===== config.mk =====
export PLATFORM = sky130hd
export DESIGN_NAME = fp32_to_int_seq
export DESIGN_NICKNAME = d
export VERILOG_FILES = /design/src/rtl/fp32_to_int_seq.sv
export SDC_FILE = /design/constraint.sdc
export NUM_CORES = 1
export LEC_CHECK = 0
export ABC_AREA = 1
export CAP_MARGIN = 20
export CELL_PAD_IN_SITES_DETAIL_PLACEMENT = 1
export CELL_PAD_IN_SITES_GLOBAL_PLACEMENT = 2
export CORE_MARGIN = 2
export CORE_UTILIZATION = 31
export CTS_BUF_LIST = sky130_fd_sc_hd__clkbuf_8 sky130_fd_sc_hd__clkbuf_16
export DETAILED_ROUTE_END_ITERATION = 16
export MAX_ROUTING_LAYER = met4
export PLACE_DENSITY_LB_ADDON = 0.1
export SLEW_MARGIN = 5
export SYNTH_ARGS = -nofsm -noshare
export SYNTH_HDL_FRONTEND = slang
export SYNTH_SLANG_ARGS = --single-unit

===== constraint.sdc =====
create_clock -name clk -period 3 [get_ports clk]
set_clock_uncertainty 0.05 [all_clocks]
set_input_delay 0.45 -clock clk [delete_from_list [all_inputs] [get_ports clk]]
set_output_delay 0.45 -clock clk [all_outputs]
set_load 0.005 [all_outputs]

===== src/rtl/fp32_to_int_seq.sv =====
`default_nettype none
// ============================================================================
//  Module      : fp32_to_int_seq
//  Description : Sequential fp32 -> signed int32 converter (truncate, saturate),
//                aligning the mantissa one bit per cycle.
//  Revision    : 1.0
// ============================================================================
module fp32_to_int_seq #(
    parameter int BIAS   = 127,
    parameter int MANT_W = 23
) (
    input  logic        clk,
    input  logic        rst,
    input  logic        in_valid,
    output logic        in_ready,
    input  logic [31:0] x,
    output logic        out_valid,
    input  logic        out_ready,
    output logic [31:0] o,
    output logic        ovf,
    output logic        inexact
);

    localparam int c_EXP_W = 31 - MANT_W;

    typedef enum logic [1:0] {
        S_IDLE  = 2'd0,
        S_SHIFT = 2'd1,
        S_DONE  = 2'd2
    } state_t;

    state_t r_state;
    state_t w_state_nxt;

    logic [31:0]        r_acc;
    logic [4:0]         r_cnt;
    logic               r_left;
    logic               r_sign;
    logic [31:0]        r_o;
    logic               r_ovf;
    logic               r_inexact;

    logic [c_EXP_W-1:0] w_exp;
    logic [MANT_W-1:0]  w_frac;
    logic [9:0]         w_e;
    logic               w_e_neg;
    logic               w_left;
    logic [9:0]         w_shamt;
    logic               w_sat;
    logic               w_min;
    logic               w_accept;

    assign w_exp    = x[30 -: c_EXP_W];
    assign w_frac   = x[MANT_W-1:0];
    assign w_e      = 10'(w_exp) - 10'(BIAS);
    assign w_e_neg  = w_e[9];
    assign w_left   = !w_e_neg && (w_e >= 10'(MANT_W));
    assign w_shamt  = w_left ? (w_e - 10'(MANT_W)) : (10'(MANT_W) - w_e);
    assign w_sat    = w_exp >= c_EXP_W'(BIAS + 31);
    assign w_min    = (x == 32'hCF00_0000);
    assign w_accept = in_valid && (r_state == S_IDLE);

    always_ff @(posedge clk or posedge rst) begin
        if (rst) begin
            r_state <= S_IDLE;
        end else begin
            r_state <= w_state_nxt;
        end
    end

    always_comb begin
        w_state_nxt = r_state;
        in_ready    = 1'b0;
        out_valid   = 1'b0;
        case (r_state)
            S_IDLE: begin
                in_ready = 1'b1;
                if (in_valid) w_state_nxt = S_SHIFT;
            end
            S_SHIFT: begin
                if (r_cnt == 5'd0) w_state_nxt = S_DONE;
            end
            S_DONE: begin
                out_valid = 1'b1;
                if (out_ready) w_state_nxt = S_IDLE;
            end
            default: w_state_nxt = S_IDLE;
        endcase
    end

    // Special cases preload the final magnitude with cnt=0 so every result
    // leaves through the same SHIFT->DONE step and shares one latency rule.
    always_ff @(posedge clk or posedge rst) begin
        if (rst) begin
            r_acc     <= '0;
            r_cnt     <= '0;
            r_left    <= 1'b0;
            r_sign    <= 1'b0;
            r_o       <= '0;
            r_ovf     <= 1'b0;
            r_inexact <= 1'b0;
        end else begin
            case (r_state)
                S_IDLE: begin
                    if (w_accept) begin
                        r_sign    <= x[31];
                        r_ovf     <= 1'b0;
                        r_inexact <= 1'b0;
                        r_cnt     <= 5'd0;
                        r_left    <= 1'b1;
                        if (w_exp == '0) begin
                            r_acc     <= '0;
                            r_inexact <= |w_frac;
                        end else if (w_e_neg) begin
                            r_acc     <= '0;
                            r_inexact <= 1'b1;
                        end else if (w_min) begin
                            r_acc     <= 32'h8000_0000;
                        end else if (w_sat) begin
                            r_acc     <= x[31] ? 32'h8000_0000 : 32'h7FFF_FFFF;
                            r_ovf     <= 1'b1;
                        end else begin
                            r_acc     <= 32'(({1'b1, w_frac}));
                            r_cnt     <= w_shamt[4:0];
                            r_left    <= w_left;
                        end
                    end
                end
                S_SHIFT: begin
                    if (r_cnt != 5'd0) begin
                        r_cnt <= r_cnt - 5'd1;
                        if (r_left) begin
                            r_acc <= {r_acc[30:0], 1'b0};
                        end else begin
                            r_acc     <= {1'b0, r_acc[31:1]};
                            r_inexact <= r_inexact | r_acc[0];
                        end
                    end else begin
                        r_o <= r_sign ? (~r_acc + 32'd1) : r_acc;
                    end
                end
                default: ;
            endcase
        end
    end

    assign o       = r_o;
    assign ovf     = r_ovf;
    assign inexact = r_inexact;

endmodule
`default_nettype wire


==> metrics <==
status=complete, no violations; Final Hold Viols=0; Post-DP Area=0.005916 sq mm; Vias/cell=5.001; Row Count=46; post-synthesis register bit count=75; DR WL/cell=16.01 um; post-route clock period utilization=0.7889; Pint=3.623 mW; Critical Path Source Type=primary input; largest cells by area after synthesis=dfrtp_1 38%, nand2_1 11%, inv_1 6.8%, nor2_1 6.5%, nand3_1 6.2%; RSZ-0062 raised after global routing=no; first-pass GRT wire length=26.11 mm; CP Data Required Time=3200 ps; PD cells=1055 mW/mm^2; Max clock buf depth=2; die width=131.0 um; I/O pins=72; clock network latency to the later pin of the worst-skew pair=330 ps; DR vias=4,896; fmax=422.6 MHz; clock share of power=0.162; drt initial violations=248; synth unique cells=35; sequential power share=0.302; initial antenna violation count=0; P_sw=2.915 mW; CTS resizes=0; worst vdd ir=352.0 uV; simple logic cell fraction of the synthesized area=0.3232; CTS root buf=clkbuf_16; largest net degree at the start of global routing=51; Tot Pwr=6.539 mW; Net Sw Frac=0.4459; Least-Margin Pin Slew=739.2 ps; post-synthesis compound-gate area fraction=0.1451; effective utilization at floorplan=0.3160; total grt overflow=0; Final #Nets=804; Die ar.=0.01717 sq mm; chip height=131.0 um; mux contribution to synthesized area=0; Slew HR=0.5066; leading area contributor after synthesis=dfrtp_1; share of the synthesized area in the top cell type=0.3752; P&R area growth vs syn=23.91%; H-tree depth=3; GP Congestion=0.9178; core box area=0.01583 sq mm; WS Path Type=in -> reg; R2R Path End=o[12]$_DFFE_PP0P_; vias in the first global route=5,043; syn_nets=744; CTS clk-pin slew, worst paths=60 ps; count of final setup violators=0; Hold Path Origin=o[21]$_DFFE_PP0P_; worst-path maximum fanout=24; Synth Cell Area=0.005002 sq mm; Hold Crit Class=reg -> reg; All-Layer GR Usage=0.1987; Slew Limit Fails=0; Setup crit end kind=register; # diodes=0; final core occ=0.3916; Post-route DRC=0; synth warn=0; port buffer count=71; postcts setup bufs=0; syn_area_per_cell=7.146 sq um; CP arrival=2560 ps; crit path time final=2367 ps; Detailed Route WL=15.67 mm; Hold Buf Count CTS=0; TritonCTS sink count=75; Detail Placement HPWL=12.02 mm; DRT Pass-1 Iters=4; Routed Antenna Nets=0; Synth Instances=700; Max-Cap Viols=0; largest family of logic cells by synthesized area=simple AND/OR/NAND/NOR gates; WHS Path Cells=2; Adder-Cell Fraction of Synth Area=0.02001; Hold Path Sink=o[21]$_DFFE_PP0P_; Fin Setup TNS=0 ps; fraction of layout cells with a size suffix above 1=0.06029; final instance area=0.006198 sq mm; post-synthesis sequential area ratio=0.3752; combinational share of power=0.536; worst reg2reg path startpoint=r_cnt[0]$_DFFE_PP0P_; cells on worst reg2reg path=7; leakage=2.925 nW; CTS tree=done; TritonCTS Buffers=9; Worst Setup SP=x[23]; flop2flop setup slack=940 ps; XOR/XNOR Fraction of Synth Area=0.03327
## metal layers
metal / track usage / vias to the layer above / wire length, um
li1: - / 2443 / -
met1: 0.2814 / 2341 / 8147
met2: 0.2993 / 97 / 6844
met3: 0.02402 / 15 / 466
met4: 0.05632 / 0 / 214
met5: - / - / 0
## power groups by stage
stage,clock (mW),combinational (mW),sequential (mW)
after global routing,1.12,4.00,2.05
after detailed placement,0,3.51,1.99
after global placement,0,3.41,1.97
after floorplan,0,2.41,1.85
after CTS,1.09,3.53,1.98
final,1.06,3.50,1.98
## kinds of logic (layout without fill, tap and decap cells)
kind of cell,count (synthesis),count (layout)
buf+inv,125,188
fa+ha+maj,8,8
xor+xnor,19,19
simple gates,359,359
flops,75,75
compound gates,114,114
## layout make-up
cell class | instances | area (sq um)
clock buffer | 10 | 239.0
clock inverter | 4 | 43.79
fill | 1994 | 9629
inverter | 94 | 356.6
multi-input combinational | 500 | 2609
sequential | 75 | 1877
tap | 216 | 270.3
timing repair buffer | 80 | 803.3
## worst max-delay path by stage
| stage | to | slack [ps] |
|---|---|---|
| detailed placement | r_acc[19]$_DFFE_PP0P_ | 310 |
| global placement | r_acc[21]$_DFFE_PP0P_ | 390 |
| CTS | r_acc[19]$_DFFE_PP0P_ | 660 |
| finish | r_acc[19]$_DFFE_PP0P_ | 630 |
| floorplan | inexact$_DFFE_PP0P_ | 590 |
| global route | r_acc[21]$_DFFE_PP0P_ | 370 |
## stage by stage
step           hold WS (ps)  setup WS, ps  std cells
6_report              428.9         633.4        979
2_1_floorplan         422.4         590.0        700
3_5_place_dp          417.7         313.1        965
4_1_cts               433.1         660.1        979
5_1_grt               460.9         370.7        979
3_3_place_gp          413.2         392.6        965
## cell usage in the layout, fill, tap and decap left out, types with 8 or more instances in the layout
master           count
a21oi_1             13
a22oi_1             33
clkbuf_16            9
clkdlybuf4s50_1     71
dfrtp_1             75
ha_1                 8
inv_1               90
nand2_1            152
nand2_2             10
nand3_1             62
nand4_1             33
nor2_1              86
o21ai_0             30
o22ai_1             23
xor2_1              18
## flip-flops by register name, summed over array words and instances (netlist names)
register,flops
inexact,1
o,32
ovf,1
r_acc,32
r_cnt,5
r_left,1
r_sign,1
r_state,2
## worst max-delay path, cell delays in order
cell,delay (ps)
clkdlybuf4s50_1,590
inv_1,170
ha_1,230
o211ai_1,150
nand2_1,80
nand2_2,100
inv_2,60
nand2_2,350
nand4_1,190
a22oi_1,180
## Yosys cell counts (all sizes together)
master,number
nand2,163
inv,93
nor2,90
dfrtp,75
nand3,63
a22oi,33
nand4,33
o21ai,31
buf,27
o22ai,23
xor2,18
a21oi,13
ha,8
a221oi,7
o31ai,6
nor3,5
clkbuf,4
nand3b,3
clkinv,1
nor4,1
o211ai,1
or2,1
xnor2,1
No activity file was read; power rests on OpenSTA's default activity.
